[src/rtl/rx_deframer.sv]
// Serial deframer: hunts for a sync word, then unpacks even-parity frames
// into a small show-ahead FIFO with a valid/ready output handshake.
module rx_deframer #(
    parameter int                    data_width = 8,
    parameter logic [data_width-1:0] sync_word  = 8'hA5,
    parameter int                    fifo_depth = 4
) (
    input  logic                  clock,
    input  logic                  reset,
    input  logic                  rxda,
    input  logic                  outstrobe,
    output logic [data_width-1:0] dout,
    output logic                  dout_valid,
    input  logic                  dout_ready,
    output logic                  locked,
    output logic                  parity_err,
    output logic                  overflow
);

    localparam int AW = (fifo_depth > 1) ? $clog2(fifo_depth) : 1;
    localparam int CW = AW + 1;
    localparam int BW = $clog2(data_width + 1);

    localparam logic [AW-1:0] PTR_ONE  = AW'(1);
    localparam logic [CW-1:0] CNT_ONE  = CW'(1);
    localparam logic [CW-1:0] CNT_FULL = CW'(fifo_depth);
    localparam logic [BW-1:0] BIT_LAST = BW'(data_width - 1);

    typedef enum logic [1:0] {
        HUNT,
        DATA,
        PARITY
    } state_t;

    state_t                state;
    logic [data_width-1:0] shift_reg;
    logic [BW-1:0]         bit_cnt;
    logic [1:0]            err_cnt;

    logic [data_width-1:0] mem [fifo_depth];
    logic [AW-1:0]         wr_ptr;
    logic [AW-1:0]         rd_ptr;
    logic [CW-1:0]         count;

    logic [data_width-1:0] shifted;
    logic                  parity_ok;
    logic                  frame_good;
    logic                  frame_bad;
    logic                  pop;
    logic                  full;
    logic                  push;
    logic [AW-1:0]         rd_next;
    logic [CW-1:0]         count_next;
    logic [data_width-1:0] head_next;

    always_comb begin
        shifted    = {shift_reg[data_width-2:0], rxda};
        parity_ok  = ~(^shift_reg ^ rxda);
        frame_good = outstrobe && (state == PARITY) && parity_ok;
        frame_bad  = outstrobe && (state == PARITY) && !parity_ok;
        pop        = dout_valid && dout_ready;
        full       = (count == CNT_FULL);
        push       = frame_good && (!full || pop);
    end

    always_ff @(posedge clock) begin
        if (reset) begin
            state      <= HUNT;
            shift_reg  <= '0;
            bit_cnt    <= '0;
            err_cnt    <= '0;
            locked     <= 1'b0;
            parity_err <= 1'b0;
            overflow   <= 1'b0;
        end else begin
            parity_err <= frame_bad;
            overflow   <= frame_good && full && !pop;
            if (outstrobe) begin
                shift_reg <= shifted;
                case (state)
                    HUNT: begin
                        if (shifted == sync_word) begin
                            state   <= DATA;
                            bit_cnt <= '0;
                            err_cnt <= '0;
                            locked  <= 1'b1;
                        end
                    end
                    DATA: begin
                        if (bit_cnt == BIT_LAST) begin
                            state   <= PARITY;
                            bit_cnt <= '0;
                        end else begin
                            bit_cnt <= bit_cnt + BW'(1);
                        end
                    end
                    PARITY: begin
                        if (parity_ok) begin
                            err_cnt <= '0;
                            state   <= DATA;
                        end else if (err_cnt != 2'd0) begin
                            // Second consecutive bad frame: drop lock and rehunt from a clean register
                            err_cnt   <= err_cnt + 2'd1;
                            state     <= HUNT;
                            shift_reg <= '0;
                            locked    <= 1'b0;
                        end else begin
                            err_cnt <= err_cnt + 2'd1;
                            state   <= DATA;
                        end
                    end
                    default: state <= HUNT;
                endcase
            end
        end
    end

    // When the pushed word becomes the only entry it must bypass the array into dout
    always_comb begin
        rd_next = pop ? rd_ptr + PTR_ONE : rd_ptr;
        case ({push, pop})
            2'b10:   count_next = count + CNT_ONE;
            2'b01:   count_next = count - CNT_ONE;
            default: count_next = count;
        endcase
        head_next = (push && count_next == CNT_ONE) ? shift_reg : mem[rd_next];
    end

    always_ff @(posedge clock) begin
        if (push) begin
            mem[wr_ptr] <= shift_reg;
        end
    end

    always_ff @(posedge clock) begin
        if (reset) begin
            wr_ptr     <= '0;
            rd_ptr     <= '0;
            count      <= '0;
            dout       <= '0;
            dout_valid <= 1'b0;
        end else begin
            if (push) begin
                wr_ptr <= wr_ptr + PTR_ONE;
            end
            rd_ptr     <= rd_next;
            count      <= count_next;
            dout_valid <= (count_next != '0);
            if (count_next != '0) begin
                dout <= head_next;
            end
        end
    end

endmodule
[config.mk]
export PLATFORM = sky130hd
export DESIGN_NAME = rx_deframer
export DESIGN_NICKNAME = d
export VERILOG_FILES = /design/src/rtl/rx_deframer.sv
export SDC_FILE = /design/constraint.sdc
export NUM_CORES = 1
export LEC_CHECK = 0
export CORE_UTILIZATION = 55
export CTS_BUF_LIST = sky130_fd_sc_hd__clkbuf_8
export DETAILED_ROUTE_END_ITERATION = 8
export PLACE_DENSITY_LB_ADDON = 0.05
export REMOVE_ABC_BUFFERS = 1
export SKIP_CTS_REPAIR_TIMING = 1
export SKIP_LAST_GASP = 1
export SLEW_MARGIN = 20
export SYNTH_ARGS = -nofsm -noshare
export SYNTH_HDL_FRONTEND = slang
export SYNTH_SLANG_ARGS = --single-unit
[constraint.sdc]
create_clock -name clock -period 5.2 [get_ports clock]
set_input_delay 1.3 -clock clock [delete_from_list [all_inputs] [get_ports clock]]
set_output_delay 1.3 -clock clock [all_outputs]
set_load 0.005 [all_outputs]
* Word level (Yosys, flattened, before mapping)
Memory sizes are Yosys's and may differ from the RTL's.
Index checks and enable logic that the tools add are counted.
** Cells by class
- $add $sub $neg :: 6
- Equality and inequality tests :: 12
- Multiplexer cells :: 23
- Bitwise operators :: 2
- $lt $le $gt $ge :: 0
- $mul :: 0
- Divide/modulo/power cells :: 0
- Reductions and logical operators :: 21
- Shift-type cells :: 0
** Operator list (number)
- two-way mux 8 bit :: 4
- two-way mux 2 bit :: 5
- AND reduction 3 bit :: 3
- == test 8 bit (second input constant) :: 1
- logical AND 1 bit :: 8
- two-way mux 4 bit :: 2
- one-hot mux 4 bit (2 select lines) :: 1
- XOR reduction 8 bit :: 1
- two-way mux 1 bit :: 7
- adder 2 x 1 -> 2 bit (second input constant) :: 3
- inequality test 2 bit (second input constant) :: 3
- one-hot mux 2 bit (3 select lines) :: 1
- one-hot mux 3 bit (2 select lines) :: 1
- nonzero test 2 bit :: 3
- AND reduction 5 bit :: 1
- adder 4 x 1 -> 4 bit (second input constant) :: 1
- == test 2 x 1 -> 1 bit (second input constant) :: 2
- == test 2 bit (second input constant) :: 2
- == test 4 x 3 -> 1 bit (second input constant) :: 1
- one-hot mux 2 bit (2 select lines) :: 1
- adder 3 x 1 -> 3 bit (second input constant) :: 1
- == test 3 x 1 -> 1 bit (second input constant) :: 1
- == test 3 bit (second input constant) :: 1
- nonzero test 3 bit :: 1
- other kinds (8) :: 9
** Storage, ports and cells
- Bits in read-only memories :: 0
- Logic and storage cells :: 77
- Bits of input ports :: 5
- Memories kept :: 1
- Bits in latches :: 0
- RAM bits :: 32
- Flip-flop bits (word level) :: 35
** Memory list
- mem :: depth 4, bits a word 8, read ports 1, clocked after Yosys merged registers in 0, write ports 1, RTL line 40 : logic [data_width-1:0] mem [fifo_depth];

* Depth between registers and ports, before layout
Gate-level depths: netlist of run 1.
- Depth after elaboration :: 10
- Gate-level depth with buffers :: 15

* Worst setup path before layout of run 1
OpenSTA, ideal clock, no wires.
- Kind :: input -> register
- Start :: input port outstrobe
- End :: register dout[0]
- Path buffers :: 4
- Arrival :: 4.468 ns
- Cell stages on the path :: 15
- Data required time :: 5.121 ns
- Slack :: 0.653 ns
- Path through :: clkbuf_1 -> nor2b_1 -> o211ai_1 -> clkbuf_1 -> nor2_1 -> inv_1 -> ha_1 -> fa_1 -> xnor2_1 -> o31a_1 -> or2_2 -> clkbuf_1 -> or3_1 -> buf_2 -> o211ai_1
** On the way
- Cells in the longest elaborated chain, start to end :: 8
** RTL lines
- start: declaration :: RTL line 11 : input logic outstrobe,
- logical AND 1 bit * (2 in series) :: RTL line 59 : frame_good = outstrobe && (state == PARITY) && parity_ok;
- logical AND 1 bit * :: RTL line 63 : push = frame_good && (!full || pop);
- == test 2 x 1 -> 1 bit / == test 2 bit (equally long branches) :: RTL line 121 : case ({push, pop})
- one-hot mux 3 bit (2 select lines) :: RTL line 121
- == test 3 x 1 -> 1 bit :: RTL line 126 : head_next = (push && count_next == CNT_ONE) ? shift_reg : mem[rd_next];
- logical AND 1 bit :: RTL line 126
- two-way mux 8 bit :: RTL line 126
- end signal: assignment :: RTL line 150 : dout <= head_next;
- end: declaration :: RTL line 12 : output logic [data_width-1:0] dout,
Every way passes the cells marked *; elsewhere a longest branch is shown, timed or not.
A chain may end at the register's enable or synchronous reset.

* Worst setup path after layout of run 1
- Start :: input port outstrobe
- End :: register dout[4]
The elaborated chain is that of the path after synthesis.

==> results of run 1 <==
## logic make-up (layout without fill, tap and decap cells)
logic type	count (synthesis)	in the layout	share of synthesized area
AOI/OAI and AO/OA	52	52	0.130
muxes	10	10	0.0762
DFF	67	67	0.565
xor gates and xnor gates	13	13	0.0511
and+or+nand+nor	64	64	0.113
buffers and inverters	19	48	0.0281
adders and majority gates	8	8	0.0366
## through the flow
| step | hold slack (ps) | instances | setup slack [ps] |
|---|---|---|---|
| finish | 474 | 332 | 628 |
| CTS | 478 | 332 | 652 |
| global route | 513 | 332 | 342 |
| global placement | 453 | 316 | 396 |
| detailed placement | 461 | 316 | 298 |
| floorplan | 442 | 224 | 1020 |
## layout make-up
class / instances / area [um^2]
Clock buffer: 9 / 124
Clock inverter: 7 / 45.0
Fill cell: 428 / 1780
Inverter: 10 / 37.5
Multi-Input combinational cell: 147 / 1200
Sequential cell: 67 / 1660
Tap cell: 70 / 87.6
Timing Repair Buffer: 22 / 205
## Yosys cell counts, types with 2 or more instances
cell type  number  share of area
o31a_1          2         0.0060
a22o_1          8          0.024
nand2b_1        4         0.0085
xor2_1          4          0.012
inv_1          10          0.013
buf_2           3         0.0051
dfxtp_1        35           0.24
o21ai_0         7          0.012
and2_1          7          0.015
nand2_1        19          0.024
o211ai_1        9          0.023
nor4_1          2         0.0043
mux4_1          6          0.054
clkbuf_1        5         0.0064
ha_1            7          0.030
or3_1           4         0.0085
nand3_1         5         0.0085
a21oi_1        11          0.019
edfxtp_1       32           0.33
xnor2_1         6          0.018
o311ai_0        9          0.027
mux4_2          2          0.015
nor2b_1         4         0.0085
nor2_1         12          0.015
## power groups by stage
| stage | Combinational (uW) | Clock, uW | Sequential, uW |
|---|---|---|---|
| final | 107 | 372 | 573 |
| after global placement | 108 | 0 | 585 |
| after global routing | 118 | 399 | 575 |
| after CTS | 108 | 378 | 573 |
| after floorplan | 57.3 | 0 | 583 |
| after detailed placement | 107 | 0 | 585 |
## worst max-delay path, cell delays in order
cell	delay, ps
clkdlybuf4s50_1	640
nor2b_1	210
o211ai_1	140
nor2_1	290
inv_1	80
ha_1	240
fa_1	380
xnor2_1	280
a221oi_1	170
or2_2	390
or3_1	500
o211ai_1	220
## metal layers
layer	share of wire	global-route usage	up-vias
met5	0	0	-
met2	0.46	0.344	40
met3	0.040	0.0482	12
met4	0.019	0.130	0
li1	-	-	928
met1	0.48	0.301	893
## path summary, 6_finish.rpt
kind / start / endpoint / slack, ps / cells past startpoint
setup / recovery: outstrobe / dout[4]$_SDFFE_PP0P_ / 630 / 12
hold reg to reg: dout[0]$_SDFFE_PP0P_ / dout[0]$_SDFFE_PP0P_ / 470 / 2
hold / removal: dout[0]$_SDFFE_PP0P_ / dout[0]$_SDFFE_PP0P_ / 470 / 2
setup reg to reg: shift_reg[4]$_SDFFE_PP0P_ / dout[4]$_SDFFE_PP0P_ / 1170 / 12
==> results_dict.tcl, run 1 <==
set metrics [dict create \
    final_cell_mix "dfxtp_1, edfxtp_1, nand2_1" \
    io_buffers 16 \
    timing_hold_violations_final 0 \
    hold_path_class "register to register" \
    synthArstFlopShare 0 \
    start_util 0.572 \
    ant_nets 0 \
    postLayoutCellArea_um2 3360 \
    dieArea_um2 5640 \
    place_congestion 0.796 \
    critPathKind "input port to register" \
    syn-cell-area_um2 2940 \
    power_uw 1050 \
    dr.first_iter.drc_count 79 \
    grt_pass1_vias 1752 \
    rows 26 \
    cp.arrival_ps 4830 \
    vias 1873 \
    n_antenna_cell 0 \
    drt-total-wl_um 5670 \
    dp_hpwl_um 3920 \
    final_common_cell "dfxtp_1" \
    largest_register_ffs 32 \
    fp.dieW_um 75.1 \
    synth_flop_cell "dfxtp_1" \
    drv_cap 0 \
    fin_util 0.653 \
    switching_power_uw 263 \
    finalCritPeriodShare 0.879 \
    core_um2 5140 \
    synth_cells 233 \
    outcome "completed" \
    clockRootBuffer "clkbuf_8" \
    fp.dieH_um 75.1 \
    area_growth_pct 14.2 \
    leakage_uw 0.00119 \
    htree_levels 3 \
    grt_pass1_wl_um 8830 \
    grt_max_degree 19 \
    grt_overflow 0 \
    rsz0062_at_grt "false" \
    drc 0 \
    cts_buffer_depth 2 \
    grt_util_all_layers 0.226 \
    yosys.cell_types.count 44 \
    antenna_found_initial 0 \
    switching_share 0.250 \
    max_freq_mhz 219 \
    clk_pin_slew_ps 60 \
    placed_area_um2 3190 \
    nets 270 \
    p_int_uw 789 \
    clkPwrFrac 0.353 \
    synth-edff-count 32 \
    ys_ff_latch 67 \
    wl_per_cell_um 17.1 \
    via_per_inst 5.64 \
    cts_tree "yes" \
    synth.avg_cell_area_um2 12.6 \
    powerDensity_nw_per_um2 314 \
    setup_viol 0 \
    num_io_pins 17 \
    fin_setup_tns_ps 0 \
    clkLatencyLatePin_ps 340 \
    layout_min_cycle_time_ps 4570 \
    ir_drop_mv 0.209 \
    seq_area_frac_synth 0.565 \
    cp_data_required_time_ps 5460 \
    path_max_fanout 10 \
    slew_violations 0 \
    power_frac_comb 0.102 \
    worstMarginPinSlew_ps 869 \
    skew_ps 10.7 \
    cts.sinks 67 \
    power_frac_seq 0.545 \
    cp-end-kind "register" \
    first_pass_iters 4 \
    maxSlewHeadroom 0.419 \
    yosys_warnings 0 \
    drive_gt1_frac 0.107 \
    start_kind "input port" \
    numCtsBuffers 9 \
]
Note: power is estimated with default switching activity, not from simulation.
==> run 2: changes to the inputs <==
--- a/config.mk
+++ b/config.mk
@@ -5,8 +5,10 @@
 export SDC_FILE = /design/constraint.sdc
 export NUM_CORES = 1
 export LEC_CHECK = 0
+export ABC_CLOCK_PERIOD_IN_PS = 5200
 export CORE_UTILIZATION = 55
 export CTS_BUF_LIST = sky130_fd_sc_hd__clkbuf_8
+export CTS_CLUSTER_DIAMETER = 120
 export DETAILED_ROUTE_END_ITERATION = 8
 export PLACE_DENSITY_LB_ADDON = 0.05
 export REMOVE_ABC_BUFFERS = 1
==> results of run 2 <==
Same layout as run 1: the final DEF is identical, and so are final timing and power.
